## config.mk

```make
export PLATFORM = sky130hd
export DESIGN_NAME = board_labels_flat
export DESIGN_NICKNAME = d
export VERILOG_FILES = /design/src/rtl/vga_if.sv /design/src/rtl/board_labels.sv /design/src/flat_wrapper.sv
export SDC_FILE = /design/constraint.sdc
export NUM_CORES = 1
export LEC_CHECK = 0
export ABC_AREA = 1
export BUFFER_PORTS_ARGS = -buffer_cell sky130_fd_sc_hd__buf_2
export CORE_ASPECT_RATIO = 0.7
export CORE_MARGIN = 4
export CORE_UTILIZATION = 53
export CTS_BUF_LIST = sky130_fd_sc_hd__clkbuf_8
export DETAILED_ROUTE_END_ITERATION = 10
export MAX_ROUTING_LAYER = met4
export PLACE_DENSITY_LB_ADDON = 0.3
export SLEW_MARGIN = 25
export SYNTH_ARGS = -nofsm -noshare
export SYNTH_HDL_FRONTEND = slang
export SYNTH_SLANG_ARGS = --single-unit
```

## constraint.sdc

```tcl
create_clock -name clk -period 1.35 [get_ports clk]
set_input_delay 0.0675 -clock clk [delete_from_list [all_inputs] [get_ports clk]]
set_output_delay 0.0675 -clock clk [all_outputs]
set_load 0.01 [all_outputs]
```

## src/rtl/vga_if.sv

```systemverilog
// VGA raster timing bundle: pixel counters plus sync/blank strobes.
interface vga_if;
    logic [10:0] hcount;
    logic [10:0] vcount;
    logic        hsync;
    logic        vsync;
    logic        hblank;
    logic        vblank;

    modport in  (input  hcount, vcount, hsync, vsync, hblank, vblank);
    modport out (output hcount, vcount, hsync, vsync, hblank, vblank);
endinterface

```

## src/rtl/board_labels.sv

```systemverilog
// Chessboard file/rank label generator: decodes the raster position into a font ROM
// address for the glyph under the beam, two cycles behind the incoming timing.
module board_labels #(
    parameter int BOARD_X0 = 256,
    parameter int BOARD_Y0 = 128,
    parameter int SQ_LOG2  = 6,
    parameter int N_SQ     = 8
) (
    input  logic        clk,
    input  logic        rst,
    vga_if.in           vga_in,
    vga_if.out          vga_out,
    input  logic        flip_req,
    output logic [10:0] char_addr,
    output logic [2:0]  char_col,
    output logic        label_en
);
    localparam int S  = 1 << SQ_LOG2;
    localparam int E  = N_SQ * S;
    localparam int VW = 26;

    typedef logic signed [11:0] coord_t;
    typedef enum logic {NORMAL, FLIPPED} orient_t;

    localparam coord_t X_ORG   = coord_t'(BOARD_X0);
    localparam coord_t Y_ORG   = coord_t'(BOARD_Y0);
    localparam coord_t EDGE_HI = coord_t'(E - 1);
    localparam coord_t TOP_LO  = -12'sd24;
    localparam coord_t TOP_HI  = -12'sd9;
    localparam coord_t BOT_LO  = coord_t'(E + 8);
    localparam coord_t BOT_HI  = coord_t'(E + 23);
    localparam coord_t LFT_LO  = -12'sd20;
    localparam coord_t LFT_HI  = -12'sd13;
    localparam coord_t RGT_LO  = coord_t'(E + 12);
    localparam coord_t RGT_HI  = coord_t'(E + 19);

    localparam logic [SQ_LOG2-1:0] FILE_LO = SQ_LOG2'(S / 2 - 4);
    localparam logic [SQ_LOG2-1:0] FILE_HI = SQ_LOG2'(S / 2 + 3);
    localparam logic [SQ_LOG2-1:0] RANK_LO = SQ_LOG2'(S / 2 - 8);
    localparam logic [SQ_LOG2-1:0] RANK_HI = SQ_LOG2'(S / 2 + 7);
    localparam logic [2:0]         LAST_IDX = 3'(N_SQ - 1);

    function automatic logic in_rng(coord_t v, coord_t lo, coord_t hi);
        return (v >= lo) && (v <= hi);
    endfunction

    // Orientation FSM
    orient_t state;
    logic    frame_start;
    logic    flip_now;

    assign frame_start = (vga_in.hcount == '0) && (vga_in.vcount == '0);
    // The frame-start pixel already sees the orientation being latched on this edge.
    assign flip_now    = frame_start ? flip_req : (state == FLIPPED);

    // NOTE: sequential state uses non-blocking (<=) so every register samples pre-edge values.
    always_ff @(posedge clk) begin
        if (rst) begin
            state <= NORMAL;
        end else if (frame_start) begin
            state <= flip_req ? FLIPPED : NORMAL;
        end
    end

    // Stage 1 decode
    coord_t             dx, dy;
    logic [SQ_LOG2-1:0] xoff, yoff;
    logic               file_cell, rank_cell;
    logic [2:0]         idx;

    assign dx   = coord_t'({1'b0, vga_in.hcount}) - X_ORG;
    assign dy   = coord_t'({1'b0, vga_in.vcount}) - Y_ORG;
    assign xoff = dx[SQ_LOG2-1:0];
    assign yoff = dy[SQ_LOG2-1:0];

    // NOTE: every always_comb output gets a default first, so no path can infer a latch.
    always_comb begin
        file_cell = 1'b0;
        rank_cell = 1'b0;
        idx       = '0;
        if ((in_rng(dy, TOP_LO, TOP_HI) || in_rng(dy, BOT_LO, BOT_HI)) &&
            in_rng(dx, '0, EDGE_HI) && xoff >= FILE_LO && xoff <= FILE_HI) begin
            file_cell = 1'b1;
            idx       = dx[SQ_LOG2+2 -: 3];
        end else if ((in_rng(dx, LFT_LO, LFT_HI) || in_rng(dx, RGT_LO, RGT_HI)) &&
                     in_rng(dy, '0, EDGE_HI) && yoff >= RANK_LO && yoff <= RANK_HI) begin
            rank_cell = 1'b1;
            idx       = dy[SQ_LOG2+2 -: 3];
        end
    end

    logic          s1_en, s1_file, s1_flip;
    logic [2:0]    s1_idx, s1_col;
    logic [3:0]    s1_line;
    logic [VW-1:0] v_in, v1, v2;

    assign v_in = {vga_in.hcount, vga_in.vcount, vga_in.hsync, vga_in.vsync,
                   vga_in.hblank, vga_in.vblank};

    // Every strip/cell start is 8 mod 16 in y and 4 mod 8 in x relative to the origin
    // (S >= 32, E a multiple of S), so line and column reduce to low-bit adds.
    always_ff @(posedge clk) begin
        if (rst) begin
            s1_en   <= 1'b0;
            s1_file <= 1'b0;
            s1_flip <= 1'b0;
            s1_idx  <= '0;
            s1_col  <= '0;
            s1_line <= '0;
            v1      <= '0;
        end else begin
            s1_en   <= file_cell | rank_cell;
            s1_file <= file_cell;
            s1_flip <= flip_now;
            s1_idx  <= idx;
            s1_col  <= dx[2:0] + 3'd4;
            s1_line <= dy[3:0] + 4'd8;
            v1      <= v_in;
        end
    end

    // Stage 2 code generation
    logic [2:0] num;
    logic [6:0] code;

    always_comb begin
        num  = s1_idx;
        if (s1_file == s1_flip) begin
            num = LAST_IDX - s1_idx;
        end
        code = (s1_file ? 7'h31 : 7'h41) + {4'b0, num};
    end

    always_ff @(posedge clk) begin
        if (rst) begin
            char_addr <= '0;
            char_col  <= '0;
            label_en  <= 1'b0;
            v2        <= '0;
        end else begin
            char_addr <= s1_en ? {code, s1_line} : '0;
            char_col  <= s1_en ? s1_col : '0;
            label_en  <= s1_en;
            v2        <= v1;
        end
    end

    assign {vga_out.hcount, vga_out.vcount, vga_out.hsync, vga_out.vsync,
            vga_out.hblank, vga_out.vblank} = v2;
endmodule

```

## src/flat_wrapper.sv

```systemverilog
// flat-port wrapper written by rule: the top's interface ports become plain ports
module board_labels_flat 
#(
    parameter int BOARD_X0 = 256,
    parameter int BOARD_Y0 = 128,
    parameter int SQ_LOG2  = 6,
    parameter int N_SQ     = 8
)
  (clk, rst, flip_req, char_addr, char_col, label_en, vga_in_hcount, vga_in_vcount, vga_in_hsync, vga_in_vsync, vga_in_hblank, vga_in_vblank, vga_out_hcount, vga_out_vcount, vga_out_hsync, vga_out_vsync, vga_out_hblank, vga_out_vblank);
  vga_if vga_in_i ();
  vga_if vga_out_i ();
  input  logic clk;
  input  logic rst;
  input  logic flip_req;
  output logic [10:0] char_addr;
  output logic [2:0] char_col;
  output logic label_en;
  input wire logic [$bits(vga_in_i.hcount)-1:0] vga_in_hcount;
  input wire logic [$bits(vga_in_i.vcount)-1:0] vga_in_vcount;
  input wire logic [$bits(vga_in_i.hsync)-1:0] vga_in_hsync;
  input wire logic [$bits(vga_in_i.vsync)-1:0] vga_in_vsync;
  input wire logic [$bits(vga_in_i.hblank)-1:0] vga_in_hblank;
  input wire logic [$bits(vga_in_i.vblank)-1:0] vga_in_vblank;
  output wire logic [$bits(vga_out_i.hcount)-1:0] vga_out_hcount;
  output wire logic [$bits(vga_out_i.vcount)-1:0] vga_out_vcount;
  output wire logic [$bits(vga_out_i.hsync)-1:0] vga_out_hsync;
  output wire logic [$bits(vga_out_i.vsync)-1:0] vga_out_vsync;
  output wire logic [$bits(vga_out_i.hblank)-1:0] vga_out_hblank;
  output wire logic [$bits(vga_out_i.vblank)-1:0] vga_out_vblank;
  assign vga_in_i.hcount = vga_in_hcount;
  assign vga_in_i.vcount = vga_in_vcount;
  assign vga_in_i.hsync = vga_in_hsync;
  assign vga_in_i.vsync = vga_in_vsync;
  assign vga_in_i.hblank = vga_in_hblank;
  assign vga_in_i.vblank = vga_in_vblank;
  assign vga_out_hcount = vga_out_i.hcount;
  assign vga_out_vcount = vga_out_i.vcount;
  assign vga_out_hsync = vga_out_i.hsync;
  assign vga_out_vsync = vga_out_i.vsync;
  assign vga_out_hblank = vga_out_i.hblank;
  assign vga_out_vblank = vga_out_i.vblank;
  board_labels #(.BOARD_X0(BOARD_X0), .BOARD_Y0(BOARD_Y0), .SQ_LOG2(SQ_LOG2), .N_SQ(N_SQ)) u_core (.clk(clk), .rst(rst), .vga_in(vga_in_i), .vga_out(vga_out_i), .flip_req(flip_req), .char_addr(char_addr), .char_col(char_col), .label_en(label_en));
endmodule
```

======== Yosys cells after proc, flatten, opt, wreduce, memory -nomap -nowiden ========
Index checks and enable logic that the tools add are counted.
word-level totals
  input port bits ......................... 29
  bits in writable memories ............... 0
  register bits after elaboration ......... 81
  latch bits .............................. 0
  logic and storage cells ................. 64
  output and inout bits ................... 41
  memories kept ........................... 0
  ROM bits ................................ 0
cells by class
  muxes and demuxes ....................... 9
  div/mod/pow operators ................... 0
  shifts and indexed selects .............. 0
  magnitude comparators ................... 16
  equal/unequal tests ..................... 1
  multipliers ............................. 0
  add/subtract/negate cells ............... 6
  bitwise operators ....................... 2
  reduce and logical (&&, ||, !) cells .... 18
operators by type and width
  cell                   count
  $ge 12x1->1 const B    2
  $ge 12x11->1 const B   2
  $ge 12x6->1 const B    2
  $le 12x10->1 const B   2
  $le 12x11->1 const B   2
  $le 12x5->1 const B    2
  $logic_not 11->1       2
  $logic_and 1x1->1      13
  $ge 6x5->1 const B     2
  $le 6x6->1 const B     2
  $sub 11x8->12 const B  1
  $sub 11x9->12 const B  1
  $mux 3                 3
  $add 7x3->7            1
  $mux 7                 1
  $mux 1                 5
  $add 4x4->4 const B    1
  $add 3x3->3 const B    1
  $sub 3x3->3 const A    1
  $logic_or 1x1->1       2
  $reduce_or 2->1        1
  $eq 1x1->1             1
  $not 1->1              1
  $or 1x1->1             1

======== Depth between registers and ports, before layout ========
  word-level depth ........................ 10
  gate-level depth with buffers ........... 11
  depth with buffers taken out ............ 11

======== Worst setup path before layout ========
Ideal clock, no wire load.
  path type ............................... in2reg
  from .................................... input vga_in_hcount[8]
  to ...................................... register u_core.s1_idx[0]
  cell stages on the path ................. 11
  path buffers ............................ 0
  setup slack ............................. 0.236 ns
  setup time .............................. 0.117 ns
  arrival ................................. 0.996 ns
  required time ........................... 1.233 ns
  cell sequence ........................... inv_1 ha_1 inv_1 nand2_1 nand2_1 nor2_1 nand3_1 nor2_2 nand2_1 nor2_1 a21oi_1
on the way
  word-level cells in the longest chain between the ends .. 9
  elaborated cells on any way between the ends .. 19
  those cells by class .................... add/sub: 1; order compare: 6; mux: 2; reduce/logical: 10
RTL lines
  item                                 RTL line             RTL
  start: declaration                   flat_wrapper.sv:18   input wire logic [$bits(vga_in_i.hcount)-1:0] vga_in_hcount;
  $sub 11x9->12 (*)                    board_labels.sv:71   assign dx = coord_t'({1'b0, vga_in.hcount}) - X_ORG;
  $ge 12x6->1 (tied with other cells)  board_labels.sv:44   return (v >= lo) && (v <= hi);
  $logic_and 1x1->1                    board_labels.sv:44
  $logic_or 1x1->1                     board_labels.sv:85   end else if ((in_rng(dx, LFT_LO, LFT_HI) || in_rng(dx, RGT_LO, RGT_HI)) &&
  $logic_and 1x1->1                    board_labels.sv:85
  $logic_and 1x1->1 (2 in series)      board_labels.sv:86   in_rng(dy, '0, EDGE_HI) && yoff >= RANK_LO && yoff <= RANK_HI) begin
  $mux 3                               board_labels.sv:85
  $mux 3 (*)                           board_labels.sv:81   if ((in_rng(dy, TOP_LO, TOP_HI) || in_rng(dy, BOT_LO, BOT_HI)) &&
  end signal: assignment               board_labels.sv:115  s1_idx <= idx;
  end: declaration                     board_labels.sv:93   logic [2:0] s1_idx, s1_col;
Mark *: on every way between the ends. The rest lies on a longest branch, timed or not.
A chain may end at the register's enable or synchronous reset.

======== Worst setup path after layout ========
  from .................................... input vga_in_hcount[0]
  to ...................................... register u_core.s1_idx[2]
The elaborated chain is that of the path after synthesis.

==> summary.md <==
| Metric | Value |
|---|---|
| Status | finished with violations |
| Failing checks | negative setup slack |
| Setup WS post-layout | -0.03827 ns |
| Synth top area share | 58.68% |
| Fin. Hold Viols | 0 |
| DR WL/cell | 12.49 um |
| N_diodes | 0 |
| Fin. max-slew vios | 0 |
| Die Area | 6021 um2 |
| Maxcap violations | 0 |
| Syn Inst Count | 317 |
| Initial Util | 56.81% |
| Asr flop ratio synth | 0% |
| Clock latency on the worst-skew pair | 0.35 ns |
| Largest net degree at the start of global routing | 55 |
| Overall Power | 4.166 mW |
| H-tree depth | 3 |
| Unrepaired setup endpoints after global routing | yes |
| CP Class | primary input to register |
| GRT Util Overall | 21.03% |
| Critical Path RT | 1.63 ns |
| DPL Wire Length | 3.764 mm |
| Critical Path AT | 1.67 ns |
| Area grow syn2layout | 36.92% |
| Leak | 1.810 nW |
| Worst hold path class | primary input to register |
| Worst slew margin | 65.65% |
| Crit-path max FO | 5 |
| DR WL met2 | 2.747 mm |
| Total grt overflow | 0 |
| Syn nets | 351 |
| Vias in the first global route | 2,052 |
| Fin Setup TNS | -0.08270 ns |
| Row count | 20 |
| Synth Register Bits | 75 |
| CTS root buf | clkbuf_8 |
| Synth Flop Type | dfxtp_1 |
| Synthesized area | 2559 um2 |
| Dpl ws | -0.04816 ns |
| Die Height | 66.13 um |
| I/O Pins | 70 |
| Met1 WL | 2.593 mm |
| Post-route insts no fill | 474 |
| CTS clk-pin slew, worst paths | 0.07 ns |
| Seq/Total Area, Yosys | 58.68% |
| Critical Path End Type | register |
| Peak Freq | 720.3 MHz |
| Detailed Route WL | 5.922 mm |
| Avg Cell Area, Syn | 8.072 um2 |
| CTS buffer count | 9 |
| Core box area | 4504 um2 |
| Worst-Margin Slew | 0.5153 ns |
| Drt first pass iters | 4 |
| Drt initial violations | 128 |
| Pwr dens | 1189 nW/um2 |
| Die Width | 91.05 um |
| First-pass GRT wire length | 9.335 mm |
| Startpoint Class | primary input |
| VDD IR max | 0.001051 V |
| Most frequent cells after synthesis | 83 x nor2_1, 75 x dfxtp_1, 66 x inv_1, 34 x nand2_1, 10 x nand3_1 |
| Port bufs | 69 |
| Placed cell count | 437 |
| Initial antenna violation count | 0 |
| Most area-consuming cells after synthesis | dfxtp_1 59%, nor2_1 12%, inv_1 9.7% |
| Number of library cell types mapped by synthesis | 24 |
| Sink Count | 75 |
| Tcrit/Tclk final | 102.8% |
| Final-stage net count | 450 |
| Count of final setup violators | 3 |
| Layout cells sized above 1 | 27.92% |
| DRC viols | 0 |
| CTS tree | built |
| Most common cell in the netlist | nor2_1 |
| Routed met3 length | 462 um |
| Antenna Violating Nets Remaining | 0 |
| Avg Vias per Cell | 4.599 |
| Post-synth top area cell | dfxtp_1 |
| WHS | 0.04433 ns |
| Layout Skew | 0.005391 ns |
| EDFF count, synth | 0 |
| GPL Wtd Cong | 1.082 |
| Via count | 2,180 |
| Top sig layer | met4 |
| Ys Warns | 0 |
| Buffer depth of the longest clock path | 2 |
| Final worst path period need | 1.388 ns |
flip-flops by register name (all words and copies together), names as in the netlist, 3 cells and up:
signal and count:
u_core.v2 26, u_core.v1 26, u_core.s1_idx 3, u_core.char_addr 10, u_core.char_col 3
routing by layer:
metal	track usage [%]	vias up
li1	-	1125
met1	25.46	956
met2	32.36	86
met3	8.532	13
met4	6.767	0
met5	-	-
cell families after synthesis:
family                     after synthesis  share of synthesized area [%]
DFF                                     75                          58.68
adders and majority gates                5                          2.445
AOI/OAI and AO/OA                       12                          2.445
and+or+nand+nor                        147                          24.16
buffers and inverters                   76                          11.59
xor gates and xnor gates                 2                         0.6847
layout make-up:
| class | count | area, um2 |
|---|---|---|
| tap | 55 | 68.82 |
| fill | 306 | 1001 |
| timing repair buffer | 96 | 629.4 |
| clock buffer | 10 | 137.6 |
| clock inverter | 4 | 28.78 |
| inverter | 68 | 255.2 |
| sequential | 75 | 1501 |
| multi-input combinational | 166 | 882.1 |
worst max-delay path: stages:
cell,delay (ns)
dlygate4sd3_1,0.55
buf_2,0.15
nand3_1,0.16
nor3_2,0.20
nor2_2,0.08
nor2_4,0.17
nand3_4,0.13
a21oi_2,0.15
cells in the final DEF (no fill, tap or decap), types with 2 or more instances in the layout:
cell            Yosys  final
a21oi_2             0      3
nand3_1            10      8
ha_1                5      5
nor3_1              4      2
clkinvlp_4          0      2
dlygate4sd3_1       0     21
dfxtp_1            75     75
o21ai_0             3      3
nor2_2              2      4
o21ai_1             2      2
a21oi_1             6      3
inv_2               2      3
clkbuf_8            0     10
nor3_2              1      3
nand2_2             2      6
nand4_1             7      7
nor2_4              0      5
nand3_2             1      2
nand2_1            34     29
buf_4               1      6
dlymetal6s4s_1      0      3
inv_1              66     65
nor2_1             83     76
buf_2               0     65
path summary, 6_finish.rpt:
| kind | start | to | slack [ns] | cells past startpoint |
|---|---|---|---|---|
| worst max-delay path | vga_in_hcount[0] | u_core.s1_idx[2]$_SDFF_PP0_ | -0.04 | 8 |
| worst max register to register | u_core.s1_file$_SDFF_PP0_ | u_core.char_addr[6]$_SDFF_PP0_ | 0.19 | 5 |
| worst min-delay path | rst | u_core.state$_SDFFE_PP0P_ | 0.04 | 4 |
| worst min register to register | u_core.v1[3]$_SDFF_PP0_ | u_core.v2[3]$_SDFF_PP0_ | 0.40 | 2 |
through the flow:
stage | area (um2) | util, %
floorplan | 2559 | -
CTS | 3368 | 74.78
global placement | 2962 | 65.75
detailed placement | 2962 | 65.75
finish | 3503 | 77.78
global route | 3503 | 77.78
power breakdown:
group / internal (mW) / switching, mW / leakage [nW]
Combinational: 0.169 / 0.227 / 1.11
Sequential: 2.29 / 0.0166 / 0.616
Clock: 0.695 / 0.770 / 0.0802
what timing repair did:
| action | 4_1_cts | 5_1_grt |
|---|---|---|
| endpoints found under the setup margin | 0 | 7 |
| buffers inserted | 0 | 1 |
| gates resized for setup | 0 | 36 |
| hold buffers | 24 | 0 |
| endpoints found under the hold margin | 26 | 0 |
No activity file was read; power rests on OpenSTA's default activity.
